### config.mk
export PLATFORM = sky130hd
export DESIGN_NAME = mag_phase_serializer
export DESIGN_NICKNAME = d
export VERILOG_FILES = /design/src/rtl/mag_phase_serializer_pkg.sv /design/src/rtl/mag_phase_serializer_skid.sv /design/src/rtl/mag_phase_serializer.sv
export SDC_FILE = /design/constraint.sdc
export NUM_CORES = 1
export LEC_CHECK = 0
export BUFFER_PORTS_ARGS = -buffer_cell sky130_fd_sc_hd__buf_2
export CORE_MARGIN = 5
export CORE_UTILIZATION = 55
export CTS_BUF_LIST = sky130_fd_sc_hd__clkbuf_8
export CTS_CLUSTER_DIAMETER = 50
export DETAILED_ROUTE_END_ITERATION = 7
export PLACE_DENSITY_LB_ADDON = 0.1
export SYNTH_ARGS = -nofsm -noshare
export SYNTH_HDL_FRONTEND = slang
export SYNTH_HIERARCHICAL = 1
export SYNTH_SLANG_ARGS = --single-unit
### constraint.sdc
create_clock -name sys_clk -period 2.65 [get_ports sys_clk]
set_input_delay 0.1325 -clock sys_clk [delete_from_list [all_inputs] [get_ports sys_clk]]
set_output_delay 0.1325 -clock sys_clk [all_outputs]
set_load 0.005 [all_outputs]
### src/rtl/mag_phase_serializer_pkg.sv
// Shared definitions for the magnitude/phase frame serializer.
// Default widths, the controller state type and the packed-slice index helper.
package mag_phase_serializer_pkg;

  localparam int N_CH_DEF    = 4;
  localparam int W_MAG_DEF   = 21;
  localparam int W_PHASE_DEF = 22;
  localparam int GAP_W       = 4;

  typedef enum logic [0:0] {
    IDLE = 1'b0,
    SEND = 1'b1
  } state_e;

  // Bit offset of channel k inside a frame packed with w bits per channel.
  function automatic int slice_lsb(input int k, input int w);
    return k * w;
  endfunction

endpackage

### src/rtl/mag_phase_serializer_skid.sv
// One-entry frame holding register with a valid flag.
// A load overrides a take in the same cycle, so a frame can be handed over and refilled at once.
module frame_skid_buffer
  import mag_phase_serializer_pkg::*;
#(
  parameter int W = 8
) (
  input  logic         clk,
  input  logic         rst_n,
  input  logic         load,
  input  logic         take,
  input  logic [W-1:0] data_in,
  output logic [W-1:0] data_out,
  output logic         full
);

  logic [W-1:0] data_q, data_d;
  logic         valid_q, valid_d;

  // Next contents of the holding register.
  always_comb begin
    data_d  = data_q;
    valid_d = valid_q;
    if (load) begin
      data_d  = data_in;
      valid_d = 1'b1;
    end else if (take) begin
      valid_d = 1'b0;
    end else begin
      valid_d = valid_q;
    end
  end

  // Holding register state.
  always_ff @(posedge clk or negedge rst_n) begin
    if (!rst_n) begin
      data_q  <= '0;
      valid_q <= 1'b0;
    end else begin
      data_q  <= data_d;
      valid_q <= valid_d;
    end
  end

  assign data_out = data_q;
  assign full     = valid_q;

endmodule

### src/rtl/mag_phase_serializer.sv
// Serializes parallel mag/phase frames into one word per GAP+1 cycles, channel 0 first.
// One further frame may wait in the skid buffer; anything beyond that is dropped and flagged.
module mag_phase_serializer
  import mag_phase_serializer_pkg::*;
#(
  parameter int N_CH    = N_CH_DEF,
  parameter int W_MAG   = W_MAG_DEF,
  parameter int W_PHASE = W_PHASE_DEF,
  parameter int GAP     = 0
) (
  input  logic                      sys_clk,
  input  logic                      sys_rst_n,
  input  logic [N_CH*W_MAG-1:0]     mags_in,
  input  logic [N_CH*W_PHASE-1:0]   phases_in,
  input  logic                      strobe_in,
  input  logic                      clr_overrun,
  output logic [W_MAG-1:0]          mag_out,
  output logic [W_PHASE-1:0]        phase_out,
  output logic [$clog2(N_CH)-1:0]   chan_out,
  output logic                      frame_start,
  output logic                      strobe_out,
  output logic                      busy,
  output logic                      overrun
);

  localparam int                CW      = $clog2(N_CH);
  localparam int                MW      = N_CH * W_MAG;
  localparam int                PW      = N_CH * W_PHASE;
  localparam logic [CW-1:0]     LAST_CH = CW'(N_CH - 1);
  localparam logic [GAP_W-1:0]  GAP_V   = GAP_W'(GAP);

  state_e               state_q, state_d;
  logic [MW-1:0]        a_mags_q, a_mags_d;
  logic [PW-1:0]        a_phases_q, a_phases_d;
  logic [CW-1:0]        chan_q, chan_d;
  logic [GAP_W-1:0]     gap_q, gap_d;
  logic [W_MAG-1:0]     mag_out_q, mag_out_d;
  logic [W_PHASE-1:0]   phase_out_q, phase_out_d;
  logic [CW-1:0]        chan_out_q, chan_out_d;
  logic                 strobe_q, strobe_d;
  logic                 frame_start_q, frame_start_d;
  logic                 overrun_q, overrun_d;

  logic                 p_load_s, p_take_s, p_full_s, last_word_s;
  logic [MW+PW-1:0]     p_data_s;

  frame_skid_buffer #(
    .W (MW + PW)
  ) u_skid (
    .clk      (sys_clk),
    .rst_n    (sys_rst_n),
    .load     (p_load_s),
    .take     (p_take_s),
    .data_in  ({phases_in, mags_in}),
    .data_out (p_data_s),
    .full     (p_full_s)
  );

  // Sequencing of the active frame, pending-frame handover and overrun flag.
  always_comb begin
    state_d       = state_q;
    a_mags_d      = a_mags_q;
    a_phases_d    = a_phases_q;
    chan_d        = chan_q;
    gap_d         = gap_q;
    mag_out_d     = mag_out_q;
    phase_out_d   = phase_out_q;
    chan_out_d    = chan_out_q;
    strobe_d      = 1'b0;
    frame_start_d = 1'b0;
    overrun_d     = overrun_q & ~clr_overrun;
    p_load_s      = 1'b0;
    p_take_s      = 1'b0;
    last_word_s   = 1'b0;

    case (state_q)
      IDLE: begin
        if (strobe_in) begin
          a_mags_d   = mags_in;
          a_phases_d = phases_in;
          chan_d     = '0;
          gap_d      = '0;
          state_d    = SEND;
        end else begin
          state_d = IDLE;
        end
      end

      SEND: begin
        if (gap_q == '0) begin
          mag_out_d     = a_mags_q[slice_lsb(int'(chan_q), W_MAG) +: W_MAG];
          phase_out_d   = a_phases_q[slice_lsb(int'(chan_q), W_PHASE) +: W_PHASE];
          chan_out_d    = chan_q;
          strobe_d      = 1'b1;
          frame_start_d = (chan_q == '0);
          gap_d         = GAP_V;
          if (chan_q == LAST_CH) begin
            last_word_s = 1'b1;
            chan_d      = '0;
            if (p_full_s) begin
              a_mags_d   = p_data_s[MW-1:0];
              a_phases_d = p_data_s[MW+PW-1:MW];
              p_take_s   = 1'b1;
            end else if (strobe_in) begin
              // A frame arriving on the last word bypasses the buffer.
              a_mags_d   = mags_in;
              a_phases_d = phases_in;
            end else begin
              state_d = IDLE;
            end
          end else begin
            chan_d = chan_q + CW'(1);
          end
        end else begin
          gap_d = gap_q - GAP_W'(1);
        end

        if (strobe_in && !(last_word_s && !p_full_s)) begin
          if (!p_full_s || p_take_s) begin
            p_load_s = 1'b1;
          end else begin
            overrun_d = 1'b1;
          end
        end else begin
          p_load_s = 1'b0;
        end
      end

      default: begin
        state_d = IDLE;
      end
    endcase
  end

  // Controller and output registers.
  always_ff @(posedge sys_clk or negedge sys_rst_n) begin
    if (!sys_rst_n) begin
      state_q       <= IDLE;
      a_mags_q      <= '0;
      a_phases_q    <= '0;
      chan_q        <= '0;
      gap_q         <= '0;
      mag_out_q     <= '0;
      phase_out_q   <= '0;
      chan_out_q    <= '0;
      strobe_q      <= 1'b0;
      frame_start_q <= 1'b0;
      overrun_q     <= 1'b0;
    end else begin
      state_q       <= state_d;
      a_mags_q      <= a_mags_d;
      a_phases_q    <= a_phases_d;
      chan_q        <= chan_d;
      gap_q         <= gap_d;
      mag_out_q     <= mag_out_d;
      phase_out_q   <= phase_out_d;
      chan_out_q    <= chan_out_d;
      strobe_q      <= strobe_d;
      frame_start_q <= frame_start_d;
      overrun_q     <= overrun_d;
    end
  end

  assign mag_out     = mag_out_q;
  assign phase_out   = phase_out_q;
  assign chan_out    = chan_out_q;
  assign strobe_out  = strobe_q;
  assign frame_start = frame_start_q;
  assign overrun     = overrun_q;
  assign busy        = (state_q == SEND) | p_full_s;

endmodule

# --- Word level (Yosys, flattened, before mapping) ---
# Index checks and enable logic that the tools add are counted.
# Widths: inputs -> output; s select.
word_totals:
  ff_bits: 400
  out_inout_bits: 49
  elab_cells: 80
  input_bits: 176
classes:
  bitwise_logic: 4
  mul: 2
  n_addsub: 2
  n_shift: 2
  n_mux: 42
  eq_ne: 4
  reduce_logical: 11
op_table:
  columns: ["op", "n"]
  rows:
  - ["$mux 88", 4]
  - ["$mux 84", 4]
  - ["$pmux 88 s2", 1]
  - ["$pmux 84 s2", 1]
  - ["$shiftx 88x8->22", 1]
  - ["$shiftx 84x8->21", 1]
  - ["$mux 1", 24]
  - ["$mux 4", 2]
  - ["$pmux 4 s2", 1]
  - ["$mul 2x5->7 const B", 1]
  - ["$mul 2x4->6 const B", 1]
  - ["$mux 2", 3]
  - ["$reduce_and 2->1", 3]
  - ["$logic_not 4->1", 1]
  - ["$ne 2x1->1 const B", 2]
  - ["$pmux 2 s2", 1]
  - ["$sub 4x1->4 const B", 1]
  - ["$add 2x1->2 const B", 1]
  - ["$eq 2x2->1 const B", 1]
  - ["$logic_and 1x1->1", 2]
  - ["$logic_not 1->1", 2]
  - ["$logic_not 2->1", 1]
  - ["$ne 2x2->1 const B", 1]
  - ["$not 1->1", 2]
  - ["5 further kinds", 5]

# --- Depth between registers and ports, before layout ---
# Gate-level depths: netlist (run 1).
logic_depth:
  word_depth: 10
  depth_mapped: 8

# --- Cells and area by module ---
# The synthesis (run 1) kept the hierarchy.
by_module_without_submodules:
  columns: ["module", "cells_each", "seq_area_each_um2", "instances", "area_per_inst_um2"]
  rows:
  - ["mag_phase_serializer", 794, 5680.4, 1, 11180.7]
  - ["frame_skid_buffer", 366, 4329.2, 1, 6528.8]

# --- Worst setup path after synthesis (run 1) ---
# Ideal clock, no wire load.
synth_timing:
  kind: "register to register"
  startpoint: "register gap_q[0]"
  endpoint: "register u_skid.data_q[0] (netlist: u_skid/data_out[0])"
  arrival_ns: 1.785
  stages_incl_launch_ff: 9
  required_ns: 2.525
  n_path_buf: 2
  setup_slack_ns: 0.740
  period_less_slack_ns: 1.910
  cell_sequence: "dfrtp_1 -> inv_1 -> ha_1 -> nand4bb_4 -> xor2_1 -> and3_1 -> buf_6 -> clkbuf_8 -> mux2_2"
synth_via:
  elab_chain_cells: 8
synth_rtl:
  columns: ["element", "line_no", "source"]
  rows:
  - ["start: declaration", "mag_phase_serializer.sv:36", "logic [GAP_W-1:0] gap_q, gap_d;"]
  - ["start signal: assignment", "mag_phase_serializer.sv:154", "gap_q <= gap_d;"]
  - ["$logic_not 4->1 *", "mag_phase_serializer.sv:90", "if (gap_q == '0) begin"]
  - ["$mux 1", "mag_phase_serializer.sv:90", null]
  - ["$mux 1", "mag_phase_serializer.sv:76", "case (state_q)"]
  - ["$logic_and 1x1->1", "mag_phase_serializer.sv:118", "if (strobe_in && !(last_word_s && !p_full_s)) begin"]
  - ["$logic_not 1->1", "mag_phase_serializer.sv:118", null]
  - ["$logic_and 1x1->1", "mag_phase_serializer.sv:118", null]
  - ["$mux 1 *", "mag_phase_serializer.sv:118", null]
  - ["$mux 1 *", "mag_phase_serializer.sv:76", null]
  - ["via p_load_s", "mag_phase_serializer.sv:44", "logic p_load_s, p_take_s, p_full_s, last_word_s;"]
  - ["end signal: assignment", "mag_phase_serializer_skid.sv:40", "data_q <= data_d;"]
  - ["end: declaration", "mag_phase_serializer_skid.sv:17", "logic [W-1:0] data_q, data_d;"]
# The timed path passes the listed nets; every way through them passes the cells marked *. The select of a mux whose other input is x is not followed.
# A chain may end at the register's enable or synchronous reset.

# --- Final worst setup path (run 1) ---
layout_timing:
  startpoint: "register gap_q[0]"
  endpoint: "register u_skid.data_q[25] (netlist: u_skid/data_out[25])"
# Same word-level chain as after synthesis.

==> results of run 1 <==
## worst max-delay path: stages, from the launching register on
cell and delay [ns]:
dfrtp_1 0.40, inv_1 0.09, ha_1 0.23, nand4bb_4 0.20, xor2_1 0.19, and3_4 0.26
buf_12 0.31, mux2_2 0.39
## final cells by class
cell class	count	area [µm²]
diodes	2	5.005
fillers	2264	9432
inverters	6	22.52
clock inverters	29	158.9
multi-input cells	643	6903
flip-flops and latches	400	10010
repair buffers	429	3346
clock buffers	91	1252
well taps	402	503.0
## cell usage after synthesis, drive strengths merged
master,count,area (µm²)
a21bo,1,10.01
a21o,1,7.510
a21oi,2,10.01
a22o,3,26.28
a2bb2oi,171,1998
a41o,1,10.01
and2,1,8.760
and3,2,12.51
buf,71,511.7
clkbuf,40,300.3
dfrtp,400,10010
ha,4,50.05
inv,6,22.52
mux2,217,2519
mux2i,1,10.01
mux4,43,968.4
nand2,6,22.52
nand2b,2,12.51
nand4bb,1,27.53
nor2,4,15.01
nor2b,1,6.260
nor3,1,5.000
nor3b,1,12.51
o21ai,2,10.01
o21bai,1,7.510
o22ai,172,1076
o2bb2a,1,10.01
o31ai,2,15.01
or2,1,6.260
xor2,1,8.760
## worst min path at each step
stage	to	slack (ns)
after floorplan	a_mags_q[0]	-0.16
after global placement	mag_out[10]	0.18
after detailed placement	u_skid/data_out[32]	0.18
after CTS	u_skid/data_out[32]	0.16
after global routing	mag_out[10]	0.21
final	mag_out[10]	0.15
## what timing repair did
action / in CTS / in global routing
endpoints found under the setup margin: 0 / 0
hold endpoints to repair: 416 / 0
hold buffers: 175 / 0
resized for setup: 0 / 0
## metrics by stage
stage          area [µm²]  std cells  setup WS [ns]
4_1_cts             22200       2000         0.3967
6_report            22210       2002         0.3671
3_5_place_dp        19040       1705         0.4190
2_1_floorplan       17710       1160         0.7401
5_1_grt             22210       2002         0.2860
3_3_place_gp        19040       1705         0.4297
## routing by layer
metal  wire, µm  vias to the layer above  share of wire [%]
li1           -                     5337                  -
met1      19460                     6109                 46
met2      20250                      261                 48
met3       1778                       78                4.2
met4        840                        6                2.0
met5         45                        -               0.11
## cell families after synthesis
group	count (synthesis)	share of synthesized area (%)
and+or+nand+nor	20	0.7277
buffers and inverters	117	4.712
xor gates and xnor gates	1	0.04947
DFF	400	56.52
adders and majority gates	4	0.2826
AOI/OAI and AO/OA	357	17.96
muxes	261	19.75
## state kept, by name (all words and copies together) (netlist names)
signal	count
a_mags_q	84
overrun	1
strobe_out	1
chan_out	2
frame_start	1
u_skid/data_out	172
gap_q	4
u_skid/full	1
phase_out	22
a_phases_q	88
chan_q	2
state_q	1
mag_out	21
## power by group through the flow
stage          registers, W  clock network (W)  logic [W]
4_1_cts              0.0110            0.00575     0.0128
3_3_place_gp         0.0109                  0     0.0123
3_5_place_dp         0.0110                  0     0.0125
6_report             0.0110            0.00560     0.0127
2_1_floorplan        0.0105                  0     0.0103
5_1_grt              0.0113            0.00603     0.0137
## layout by cell type (no fill, tap or decap), types with 3 or more instances in the layout
cell type        n
o22ai_1        172
a22o_1           3
nor2_1           4
a2bb2oi_2       80
inv_1           28
dfrtp_1        398
nand2_1          4
buf_2          223
buf_12          19
dlygate4sd3_1  175
a2bb2oi_1       91
clkbuf_8        91
buf_4           11
ha_1             4
mux2_2         197
mux2_4          20
mux4_2          43
==> qor.csv, run 1 <==
metric,value,unit
Total Power,0.02925,W
Pint,0.01957,W
H-tree depth,3,
worst reg2reg endpoint,u_skid/data_out[25],
CP Class,reg2reg,
clk root buf,clkbuf_8,
fmax,438.0,MHz
DP HPWL,24410,µm
Yosys warnings,6,
status,finished clean,
met3 global-route usage,3.964,%
leakage,9.351,nW
clock insertion delay at the later pin of the skew report,0.57,ns
CTS Sinks,400,
Switching Power,0.009676,W
Area Growth Syn to Fin,25.38,%
Congestion Overflow GR,0,
final wirelength,42370,µm
cells after synthesis,1160,
Die ar.,35890,µm²
reg2reg setup slack,0.37,ns
post-synthesis sequential area ratio,56.52,%
synthesized cell area,17710,µm²
cells on worst reg2reg path,7,
maximum fanout along the worst path,66,
ANT nets after route,0,
Die W,189.4,µm
IO Port Bufs,224,
Pwr Density,1317,nW/µm²
"Hold Violations, Final",0,
critical path required time,3.10,ns
Num CTS Buffers,69,
Yosys cell types,38,
"Setup violations, final",0,
DIE HEIGHT,189.4,µm
Syn Area/Cell,15.27,µm²
Period minus WS final,2.283,ns
antenna violations before repair,5,
via count,11791,
met1 Resource Use GR,34.40,%
initial DRC count,507,
Rel. slew slack,40.55,%
post-synth net total,1340,
Seq cells post-synth,400,
Wirelength per Cell,21.16,µm
FF-to-FF Start,gap_q[0],
Flop pwr share,37.5,%
Layout Skew,0.03171,ns
Comb power frac,43.3,%
Rows,65,
Sw Share,33.08,%
Critical Path End Type,register,
Clock power frac,19.2,%
drc violations,0,
share of cells above drive strength 1,43.99,%
CP endpoint,u_skid/data_out[25],
largest net degree at the start of global routing,93,
vias in the first global route,12717,
first-pass GRT wire length,69060,µm
crit start category,register,
# Max-Cap Violations,0,
Initial DRT Pass Iterations,4,
Clock Tree Buf Depth,3,
busiest grt layer,met2,
Max IR drop VDD,0.001107,V
Fin Setup TNS,0,ns
unrepaired setup endpoints after global routing,no,
Fin Hold WS,0.1524,ns
crit path launch,gap_q[0],
Final GP Congestion,0.7510,
M2 GR Usage,37.67,%
"Slew Viols, Final",0,
post-DR vias/cell,5.890,
Final Cycle Share,86.15,%
"Clk pin slew, worst setup/hold paths",0.06,ns
Starting Density,55.98,%
Core Box Area,31640,µm²
IO Pins,225,
setup bufs post-CTS,0,
TritonCTS clock tree,done,
worst hold path class,in2async,
CP arrival,2.73,ns
# nets final,1729,
Worst-Margin Slew,0.8917,ns
GRT Total Usage,23.71,%
post-layout util,70.19,%
(Power assumes the default switching activity.)
==> inputs of run 2 (changes only) <==
CORE_UTILIZATION = 40   (was 55)
clock period = 2.85 ns   (was 2.65 ns; I/O delays follow)
==> run 2 against run 1 <==
Effect of this change:
- utilization decreased by 19 points
- count of clock-buffer cells in the layout is 3 lower
- via count is 0.85% higher
- sequential power shrank 6%
- largest cell class unchanged
- cell count is 9.9% higher
- clock skew decreased by 0.011 ns
- first-iteration DRC count increased by 11%
- setup slack improved by 0.016 ns
- sequential share of layout area shrank 0.41 points
- highest routed layer unchanged
- design area grew 0.91%
==> qor.csv, run 2 (same netlist as run 1, synthesis figures left out) <==
metric,value,unit
status,finished clean,
CP arrival,2.95,ns
post-DR vias/cell,5.405,
drc violations,0,
# Max-Cap Violations,0,
maximum fanout along the worst path,37,
post-layout util,50.89,%
CTS Sinks,400,
Wirelength per Cell,21.65,µm
crit path launch,chan_q[0],
Pwr Density,1215,nW/µm²
Max IR drop VDD,0.0008149,V
"Hold Violations, Final",0,
Worst-Margin Slew,0.8827,ns
"Setup violations, final",0,
leakage,9.357,nW
hold_buf cts,175,
Final Non-Filler Cells,2200,
first-pass GRT wire length,76050,µm
initial DRC count,561,
final wirelength,47630,µm
setup bufs post-CTS,0,
Final Cycle Share,86.56,%
"commonest non-fill, non-tap cell in the layout",dfrtp_1,
Final GP Congestion,0.7368,
IO Pins,225,
Fin Setup TNS,0,ns
clock insertion delay at the later pin of the skew report,0.62,ns
Final WS setup,0.3829,ns
Starting Density,40.22,%
Die W,220.4,µm
FF-to-FF Start,chan_q[0],
"worst slack, placed",0.4185,ns
critical path required time,3.33,ns
crit start category,register,
share of cells above drive strength 1,44.08,%
fmax,405.3,MHz
Clock Tree Buf Depth,3,
Num CTS Buffers,72,
clk root buf,clkbuf_8,
via count,11891,
vias in the first global route,12874,
Layout Skew,0.02028,ns
"Clk pin slew, worst setup/hold paths",0.06,ns
largest net degree at the start of global routing,91,
Post-CTS Resized,0,
Die ar.,48580,µm²
H-tree depth,3,
antenna violations before repair,4,
# nets final,1737,
Reg area,10010,µm²
Initial DRT Pass Iterations,4,
DP HPWL,29270,µm
most frequent cells in the layout,"398 x dfrtp_1, 223 x buf_2, 197 x mux2_2",
ANT nets after route,0,
DIE HEIGHT,220.4,µm
Rows,77,
Core Box Area,44030,µm²
Critical Path End Type,register,
Filler cells,3863,
GRT Total Usage,19.96,%
CP Class,reg2reg,
worst hold path class,in2async,
"Slew Viols, Final",0,
placed cells,1900,
unrepaired setup endpoints after global routing,no,
max reg flops,172,
Congestion Overflow GR,0,
Period minus WS final,2.467,ns
area occupied by multi-input gates,6903,µm²
Area Growth Syn to Fin,26.52,%
TritonCTS clock tree,done,
IO Port Bufs,224,
Total Power,0.02722,W
Rel. slew slack,41.15,%
run 2: final timing paths:
kind	end	slack [ns]	cells after the start
worst min-delay path	a_mags_q[49]	0.11	2
worst max-delay path	u_skid/data_out[126]	0.38	6
worst max register to register	u_skid/data_out[126]	0.38	6
worst min register to register	chan_out[0]	0.50	1
min in group sys_clk	u_skid/data_out[137]	0.30	3
max in group asynchronous	strobe_out	1.85	4
run 2: where the power goes:
| part | internal (W) | total (W) | switching [W] |
|---|---|---|---|
| Sequential | 0.00860 | 0.0103 | 0.00166 |
| Combinational | 0.00665 | 0.0118 | 0.00520 |
| Clock | 0.00277 | 0.00513 | 0.00236 |
run 2: layout make-up:
cell class / instances / share of cell area, %
Clock inverter: 35 / 0.6757
Inverter: 6 / 0.1005
Timing Repair Buffer: 434 / 14.99
Tap cell: 592 / 3.306
Sequential cell: 400 / 44.70
Multi-Input combinational cell: 643 / 30.81
Antenna cell: 2 / 0.02234
Clock buffer: 88 / 5.405
run 2: layer usage:
metal / vias up / GRT usage [%] / routed length [µm]
met5: - / 0 / 21
met4: 4 / 6.178 / 1437
met3: 96 / 4.187 / 2220
met2: 254 / 31.54 / 22320
met1: 6179 / 27.91 / 21630
li1: 5358 / - / -
run 2: critical path: stages (launching register included):
cell and delay, ns:
dfrtp_4 0.57, ha_1 0.27, nand4bb_4 0.16, xor2_1 0.18, and3_4 0.25, buf_4 0.46
mux2_2 0.40
run 2: per-stage QoR:
| stage | hold WS [ns] | area, µm² |
|---|---|---|
| final | 0.1142 | 22410 |
| after global routing | 0.1444 | 22410 |
| after CTS | 0.1000 | 22400 |
| after detailed placement | 0.1877 | 19290 |
| after global placement | 0.1885 | 19290 |
| after floorplan | -0.1531 | 17710 |
